<file path="src/rtl/uart_rx.sv">
// ---------------------------------------------------------------------------
// uart_rx
//   Oversampling UART receiver. A frame is a start bit (0), WIDTH data bits
//   sent LSB first, an optional parity bit and a stop bit (1). Each bit lasts
//   P clock cycles, where P is the captured oversampling ratio (8, 16 or 32).
//   The bit value is the majority of three samples taken around mid-bit. Once
//   the stop bit has been evaluated, a one-cycle result pulse is produced.
//
// Ports
//   i_clk         oversampling clock, one cycle per sample tick
//   i_rst         synchronous active-high reset
//   i_rx_in       serial line, idle high, already synchronised to i_clk
//   i_prescale    oversampling ratio (8/16/32; anything else acts as 8)
//   i_par_en      1 = parity bit present between data and stop
//   i_par_typ     0 = even parity, 1 = odd parity
//   o_p_data      last correctly received word, bit 0 = first data bit
//   o_data_valid  one-cycle pulse, o_p_data holds a new good frame
//   o_par_err     one-cycle pulse, parity mismatch in the frame just ended
//   o_stp_err     one-cycle pulse, stop bit sampled as 0
// ---------------------------------------------------------------------------
module uart_rx #(
  parameter int WIDTH = 8
) (
  input  logic             i_clk,
  input  logic             i_rst,
  input  logic             i_rx_in,
  input  logic [5:0]       i_prescale,
  input  logic             i_par_en,
  input  logic             i_par_typ,
  output logic [WIDTH-1:0] o_p_data,
  output logic             o_data_valid,
  output logic             o_par_err,
  output logic             o_stp_err
);

  localparam logic [2:0] IDLE   = 3'd0;
  localparam logic [2:0] START  = 3'd1;
  localparam logic [2:0] DATA   = 3'd2;
  localparam logic [2:0] PARITY = 3'd3;
  localparam logic [2:0] STOP   = 3'd4;

  localparam int BW = (WIDTH > 1) ? $clog2(WIDTH) : 1;
  localparam logic [BW-1:0] LAST_BIT = BW'(WIDTH - 1);

  logic [2:0]       r_state;
  logic [2:0]       w_nextState;
  logic [5:0]       r_edgeCnt;
  logic [BW-1:0]    r_bitCnt;
  logic [5:0]       r_prescale;
  logic             r_parEn;
  logic             r_parTyp;
  logic [2:0]       r_samples;
  logic [WIDTH-1:0] r_shift;
  logic             r_parErr;

  logic [5:0]       w_halfP;
  logic [5:0]       w_capPrescale;
  logic             w_inWindow;
  logic             w_lastEdge;
  logic             w_lastDataBit;
  logic             w_bit;
  logic             w_detect;
  logic             w_parityBad;

  // The sampling window is the three edges centred on mid-bit; the decision
  // for every bit is taken at the last edge of the bit, by which time all
  // three samples of that bit have been shifted in.
  assign w_halfP       = {1'b0, r_prescale[5:1]};
  assign w_inWindow    = (r_edgeCnt == w_halfP - 6'd1) ||
                         (r_edgeCnt == w_halfP) ||
                         (r_edgeCnt == w_halfP + 6'd1);
  assign w_lastEdge    = (r_edgeCnt == r_prescale - 6'd1);
  assign w_lastDataBit = (r_bitCnt == LAST_BIT);
  assign w_bit         = (r_samples[0] & r_samples[1]) |
                         (r_samples[0] & r_samples[2]) |
                         (r_samples[1] & r_samples[2]);
  assign w_detect      = (r_state == IDLE) && !i_rx_in;
  assign w_capPrescale = ((i_prescale == 6'd16) || (i_prescale == 6'd32)) ?
                         i_prescale : 6'd8;
  assign w_parityBad   = ((^r_shift) ^ r_parTyp) != w_bit;

  // Frame sequencing. A start bit that does not hold low through its
  // sampling window is treated as a line glitch and the receiver goes back
  // to waiting. The parity state is skipped entirely when parity is off.
  always_comb begin
    w_nextState = r_state;
    case (r_state)
      IDLE:    if (!i_rx_in) w_nextState = START;
      START:   if (w_lastEdge) w_nextState = w_bit ? IDLE : DATA;
      DATA:    if (w_lastEdge && w_lastDataBit) w_nextState = r_parEn ? PARITY : STOP;
      PARITY:  if (w_lastEdge) w_nextState = STOP;
      STOP:    if (w_lastEdge) w_nextState = IDLE;
      default: w_nextState = IDLE;
    endcase
  end

  // State register.
  always_ff @(posedge i_clk) begin
    if (i_rst) begin
      r_state <= IDLE;
    end else begin
      r_state <= w_nextState;
    end
  end

  // Edge counter. The detection cycle itself is edge 0 of the start bit, so
  // the counter leaves IDLE already pointing at edge 1.
  always_ff @(posedge i_clk) begin
    if (i_rst) begin
      r_edgeCnt <= '0;
    end else if (r_state == IDLE) begin
      r_edgeCnt <= {5'd0, ~i_rx_in};
    end else if (w_lastEdge) begin
      r_edgeCnt <= '0;
    end else begin
      r_edgeCnt <= r_edgeCnt + 6'd1;
    end
  end

  // Data bit counter, only meaningful while in DATA.
  always_ff @(posedge i_clk) begin
    if (i_rst) begin
      r_bitCnt <= '0;
    end else if (r_state != DATA) begin
      r_bitCnt <= '0;
    end else if (w_lastEdge) begin
      r_bitCnt <= w_lastDataBit ? '0 : r_bitCnt + 1'b1;
    end
  end

  // Frame configuration is frozen at detection so that the inputs may change
  // freely while a frame is in flight.
  always_ff @(posedge i_clk) begin
    if (i_rst) begin
      r_prescale <= 6'd8;
      r_parEn    <= 1'b0;
      r_parTyp   <= 1'b0;
    end else if (w_detect) begin
      r_prescale <= w_capPrescale;
      r_parEn    <= i_par_en;
      r_parTyp   <= i_par_typ;
    end
  end

  // Mid-bit sampler feeding the majority vote.
  always_ff @(posedge i_clk) begin
    if (i_rst) begin
      r_samples <= '0;
    end else if ((r_state != IDLE) && w_inWindow) begin
      r_samples <= {r_samples[1:0], i_rx_in};
    end
  end

  // Data shift register (first bit on the line ends up in bit 0) and the
  // parity check, which is latched until the stop bit is evaluated.
  always_ff @(posedge i_clk) begin
    if (i_rst) begin
      r_shift  <= '0;
      r_parErr <= 1'b0;
    end else begin
      if ((r_state == DATA) && w_lastEdge) begin
        r_shift <= {w_bit, r_shift[WIDTH-1:1]};
      end
      if (w_detect) begin
        r_parErr <= 1'b0;
      end else if ((r_state == PARITY) && w_lastEdge) begin
        r_parErr <= w_parityBad;
      end
    end
  end

  // Result stage. Pulses are cleared every cycle and raised only at the last
  // edge of the stop bit; the output word is updated for good frames only.
  always_ff @(posedge i_clk) begin
    if (i_rst) begin
      o_p_data     <= '0;
      o_data_valid <= 1'b0;
      o_par_err    <= 1'b0;
      o_stp_err    <= 1'b0;
    end else begin
      o_data_valid <= 1'b0;
      o_par_err    <= 1'b0;
      o_stp_err    <= 1'b0;
      if ((r_state == STOP) && w_lastEdge) begin
        o_par_err <= r_parErr;
        o_stp_err <= ~w_bit;
        if (!r_parErr && w_bit) begin
          o_data_valid <= 1'b1;
          o_p_data     <= r_shift;
        end
      end
    end
  end

endmodule

</file>
<file path="config.mk">
export PLATFORM = sky130hd
export DESIGN_NAME = uart_rx
export DESIGN_NICKNAME = d
export VERILOG_FILES = /design/src/rtl/uart_rx.sv
export SDC_FILE = /design/constraint.sdc
export NUM_CORES = 1
export LEC_CHECK = 0
export ABC_CLOCK_PERIOD_IN_PS = 2650
export CAP_MARGIN = 10
export CELL_PAD_IN_SITES_DETAIL_PLACEMENT = 1
export CELL_PAD_IN_SITES_GLOBAL_PLACEMENT = 2
export CORE_MARGIN = 2
export CORE_UTILIZATION = 32
export DETAILED_ROUTE_END_ITERATION = 6
export PLACE_DENSITY_LB_ADDON = 0.3
export SYNTH_ARGS = -nofsm -noshare
export SYNTH_HDL_FRONTEND = slang
export SYNTH_SLANG_ARGS = --single-unit
export TNS_END_PERCENT = 20
</file>
<file path="constraint.sdc">
create_clock -name i_clk -period 2.65 [get_ports i_clk]
set_clock_uncertainty 0.2 [all_clocks]
set_input_delay 0.3975 -clock i_clk [delete_from_list [all_inputs] [get_ports i_clk]]
set_output_delay 0.3975 -clock i_clk [all_outputs]
set_load 0.02 [all_outputs]
</file>
**Yosys cells after proc, flatten, opt, wreduce, memory -nomap -nowiden**

Cells that the tools add are included.

- $add $sub $neg: 5
- Multiply operators: 0
- Div/mod/pow operators: 0
- $lt $le $gt $ge: 0
- Equality and inequality tests: 18
- Shifts and indexed selects: 0
- Muxes and demuxes: 13
- Bitwise operators: 9
- Reductions and logical operators: 21

Operators by type and width:

| operator | count |
|---|---|
| $mux W3 | 7 |
| $eq A6 B6 Y1 | 3 |
| $pmux W3 S5 | 1 |
| $ne A2 B2 Y1 const B | 5 |
| $reduce_xor A8 Y1 | 1 |
| $logic_and A1 B1 Y1 | 7 |
| $add A5 B1 Y6 const B | 1 |
| $add A6 B1 Y6 const B | 1 |
| $eq A3 B2 Y1 const B | 2 |
| $eq A3 B3 Y1 const B | 2 |
| $eq A6 B5 Y1 | 1 |
| $eq A6 B5 Y1 const B | 1 |
| $eq A6 B6 Y1 const B | 1 |
| $mux W6 | 1 |
| $reduce_or A2 Y1 | 3 |
| $sub A5 B1 Y6 const B | 1 |
| $sub A6 B1 Y6 const B | 1 |
| $reduce_and A5 Y1 | 1 |
| $add A3 B1 Y3 const B | 1 |
| $and A1 B1 Y1 | 3 |
| $eq A3 B1 Y1 const B | 1 |
| $logic_not A3 Y1 | 1 |
| $logic_or A1 B1 Y1 | 3 |
| $mux W1 | 3 |
| 10 further kinds | 14 |

- Register bits after elaboration: 43
- Bits in latches: 0
- Bits in writable memories: 0
- ROM bits: 0
- Input port bits: 11
- Output and inout bits: 11
- Logic and storage cells: 80
- Memories: 0

**Longest topological paths before layout**

Gate-level depths: netlist of the first run.

- Depth in word-level cells: 6
- Depth in mapped cells: 10
- Mapped depth without buffers: 8

**Worst setup path before layout of the first run**

OpenSTA, ideal clock, no wires.

- Path kind: register -> register
- Start: register r_prescale[2]
- End: register o_p_data[0]
- Library setup time: 0.128 ns
- Arrival: 2.192 ns
- Data required time: 2.322 ns
- Path slack: 0.130 ns
- Cell stages (with the launch flop): 10
- Path buffers: 1
- Clock period less this slack: 2.520 ns
- Cells stage by stage: dfxtp_1 buf_6 inv_1 ha_1 a21boi_1 xnor2_1 nand4b_4 nor4_4 mux2i_1 nor2_1

- Longest elaborated chain between the ends: 4

Ends and longest elaborated chain:

| element | line | source |
|---|---|---|
| start: declaration | 49 | `logic [5:0] r_prescale;` |
| start signal: assignment | 139 | `r_prescale <= w_capPrescale;` |
| $sub A6 B1 Y6 | 72 | `assign w_lastEdge = (r_edgeCnt == r_prescale - 6'd1);` |
| $eq A6 B6 Y1 | 72 |  |
| $logic_and A1 B1 Y1 | 184 | `if ((r_state == STOP) && w_lastEdge) begin` |
| $reduce_and A2 Y1 (no source line) | - |  |
| end signal: assignment | 189 | `o_p_data <= r_shift;` |
| end: declaration | 30 | `output logic [WIDTH-1:0] o_p_data,` |

No other way between the ends.
A chain may end at the register's enable or synchronous reset.

**Worst setup path after layout of the first run**

- Start: register r_prescale[1]
- End: register r_shift[7]

- Longest elaborated chain between the ends: 3

Ends and longest elaborated chain:

| element | line | source |
|---|---|---|
| $sub A6 B1 Y6 | 72 |  |
| $eq A6 B6 Y1 | 72 |  |
| $logic_and A1 B1 Y1 | 161 | `if ((r_state == DATA) && w_lastEdge) begin` |
| end signal: assignment | 162 | `r_shift <= {w_bit, r_shift[WIDTH-1:1]};` |
| end: declaration | 53 | `logic [WIDTH-1:0] r_shift;` |

No other way between the ends.

==> results of run 1 <==
## critical path: stages, from the launching register on
cell and delay, ns:
dfxtp_1 0.33, inv_1 0.12, ha_1 0.27, nand4bb_4 0.14
a211oi_4 0.29, nand4b_4 0.12, or4_1 0.49, buf_4 0.20
mux2i_1 0.16, nor2_1 0.05
## layout make-up
class                      instances  area share
timing repair buffer              36       0.118
clock buffer                       6      0.0255
tap                               99      0.0435
inverter                          12      0.0158
multi-input combinational        185       0.474
clock inverter                     2      0.0211
sequential                        43       0.302
## what timing repair did
action / in CTS / in global routing
gates resized for setup: 0 / 4
endpoints found under the setup margin: 0 / 20
setup buffers: 0 / 0
## per-layer routing
metal | part of all wire | up-vias | GRT usage | wire length (µm)
met4 | 0.012 | 0 | 0.0475 | 63
met5 | 0 | - | 0 | 0
met3 | 0.023 | 7 | 0.0295 | 119
met2 | 0.50 | 22 | 0.246 | 2630
li1 | - | 924 | - | -
met1 | 0.47 | 864 | 0.193 | 2470
## Yosys cell counts (all sizes together) (2+ instances only)
cell type  number
dfxtp          43
nor2           37
mux2i          25
xnor2          17
xor2           13
inv            12
nor3           10
o21ai          10
nand3           9
nand2           8
nand2b          8
buf             7
ha              7
clkbuf          6
a21oi           5
or3             4
a211oi          3
nor3b           3
nor4            3
or4             3
a32o            2
nand4           2
nor4b           2
## logic make-up (layout without fill, tap and decap cells)
| kind of cell | Yosys count | after routing | synth area share |
|---|---|---|---|
| compound gates | 28 | 28 | 0.0902 |
| flops | 43 | 43 | 0.371 |
| simple gates | 94 | 94 | 0.227 |
| xor+xnor | 30 | 30 | 0.113 |
| fa+ha+maj | 8 | 8 | 0.0421 |
| buf+inv | 25 | 56 | 0.0475 |
| mux | 25 | 25 | 0.108 |
## sequential cells by signal (all words and copies together), names as in the netlist
name          cells
o_data_valid      1
o_p_data          8
o_par_err         1
o_stp_err         1
r_bitCnt          3
r_edgeCnt         6
r_parEn           1
r_parErr          1
r_parTyp          1
r_prescale        6
r_samples         3
r_shift           8
r_state           3
## stage by stage
step / hold slack, ns / utilization
after floorplan: 0.250 / -
after global placement: 0.267 / 0.380
after detailed placement: 0.281 / 0.380
after CTS: 0.295 / 0.398
after global routing: 0.330 / 0.399
final: 0.292 / 0.399
## worst paths after layout
path | startpoint | end | slack, ns
setup / recovery | r_prescale[1] | r_shift[7] | 0.18
setup reg to reg | r_prescale[1] | r_shift[7] | 0.18
hold reg to reg | r_samples[2] | r_samples[2] | 0.29
hold / removal | r_samples[2] | r_samples[2] | 0.29
## power breakdown
| group | switching [W] | internal, W | total (W) |
|---|---|---|---|
| clock network | 0.000226 | 0.000377 | 0.000603 |
| logic | 0.000113 | 0.000100 | 0.000213 |
| registers | 0.0000379 | 0.000665 | 0.000702 |
==> summary.txt, run 1 <==
Critical path
  • Max FO, Critical Path: 8
  • Cells on worst reg2reg path: 9
  • Req. time, crit path: ~2.6 ns
  • Nature of the critical path startpoint: register
  • Worst path arrival time: between 2 and 2.5 ns
  • Critical path type: reg -> reg
  • Worst Setup End Kind: register

Timing
  • Setup violations, final: 0
  • RSZ-0062 raised after global routing: false
  • Fmax: 0.405 GHz
  • Worst-Margin Slew: roughly 0.41 ns
  • Final Hold Fails: 0
  • Rel. slew slack: 0.728
  • Slew Viols, Final: 0
  • Fin crit period: approximately 2.5 ns
  • Worst setup margin: roughly 0.18 ns
  • Setup TNS Final: 0 ns
  • Fin crit share: 0.932

Floorplanning
  • Initial Util: 0.325
  • Core Rows: 31
  • Die Y: 89.1 µm
  • Die footprint: just under 8000 µm²
  • IO Pins: 22
  • Die Width: ~89 µm
  • Core area: 7140 µm²

Drt
  • Vias: around 1800
  • Number of DRC markers in iteration 0: 33
  • DRT antenna net count: 0
  • Drt total wl: 5280 µm
  • Routed length per instance: 13.8 µm
  • Routed vias/inst: around 4.7
  • DRT Pass-1 Iters: 4
  • Post-route DRC: 0

Placement
  • Final Wtd Congestion: just under 0.8
  • Dpl hpwl: about 4000 µm
  • Placed cells: between 300 and 400
  • Dpl cell area: approximately 2700 µm²
  • Place WS: 0.121 ns
  • Input/output buffers: 21

Clock tree
  • Root Buffer: clkbuf_8
  • Hold Buf Count CTS: 0
  • Insertion delay to the later sink of the worst-skew pair: 0.30 ns
  • TritonCTS clock tree: done
  • Clk buf depth: 2
  • Clock slew at reported path FFs: approximately 0.08 ns
  • TritonCTS buffer count: 5
  • Clk sinks: 43
  • Maximum level of the CTS H-tree: 2

Global routing
  • Initial antenna violation count: 0
  • Global-route wire length before repair: 9120 µm
  • Largest net degree at the start of global routing: 20
  • GRT Total Usage: 0.148
  • Number of global-route vias before repair: approximately 1900
  • Global route overflow: 0

Synth
  • Post-Synthesis Cells: between 200 and 300
  • Synthesized Nets: ~270
  • Number of synthesized register bits: between 40 and 50
  • Syn avg cell area: 9.16 µm²
  • FFs w/ async S/R, synth: 0
  • Unique masters post-synth: 43
  • Top cell type's share of synthesized area: 0.371
  • Number of flops mapped to enable cells by yosys: 0
  • Post-synthesis cell area: about 2300 µm²
  • Post-synth top flop: dfxtp_1
  • Leading area contributor after synthesis: dfxtp_1
  • Synth area leaders: dfxtp_1, mux2i_1, xnor2_1, nor2_1, xor2_1
  • Ys Warns: 0
  • Seq/Total Area, Yosys: 0.371

Run
  • Max-cap viol count: 0

Final layout
  • Area Overhead vs Synth: 23.0%
  • Register Area: 862 µm²
  • Nets: 301
  • Fillers: 859
  • Most frequent cells in the layout: dfxtp_1, nor2_1, mux2i_1
  • Antenna diodes: 0
  • Fraction of layout cells with a size suffix above 1: 0.120
  • Layout Cells excl Fill: 383
  • Multi-input logic area: ~1400 µm²
  • Final instance area: about 2900 µm²
  • Most common cell after layout, fill and taps aside: dfxtp_1

Run status
  • Status: finished clean

Power and ir drop
  • Leakage: ~1.1 nW
  • Final Power: 0.00152 W
  • VDD IR-drop max: approximately 280 µV
  • Pwr dens: approximately 530 nW/µm²

Worst hold path
  • Hold path depth: 2
  • Hold WC Path Type: reg -> reg
Power figures use the tool's default switching activity.
==> run 2: changes to the inputs <==
--- a/config.mk
+++ b/config.mk
@@ -12,6 +12,7 @@
 export CORE_MARGIN = 2
 export CORE_UTILIZATION = 32
 export DETAILED_ROUTE_END_ITERATION = 6
+export HOLD_SLACK_MARGIN = 0.15
 export PLACE_DENSITY_LB_ADDON = 0.3
 export SYNTH_ARGS = -nofsm -noshare
 export SYNTH_HDL_FRONTEND = slang
==> results of run 2 <==
The final DEF is identical to that of run 1; final timing and power are the same.
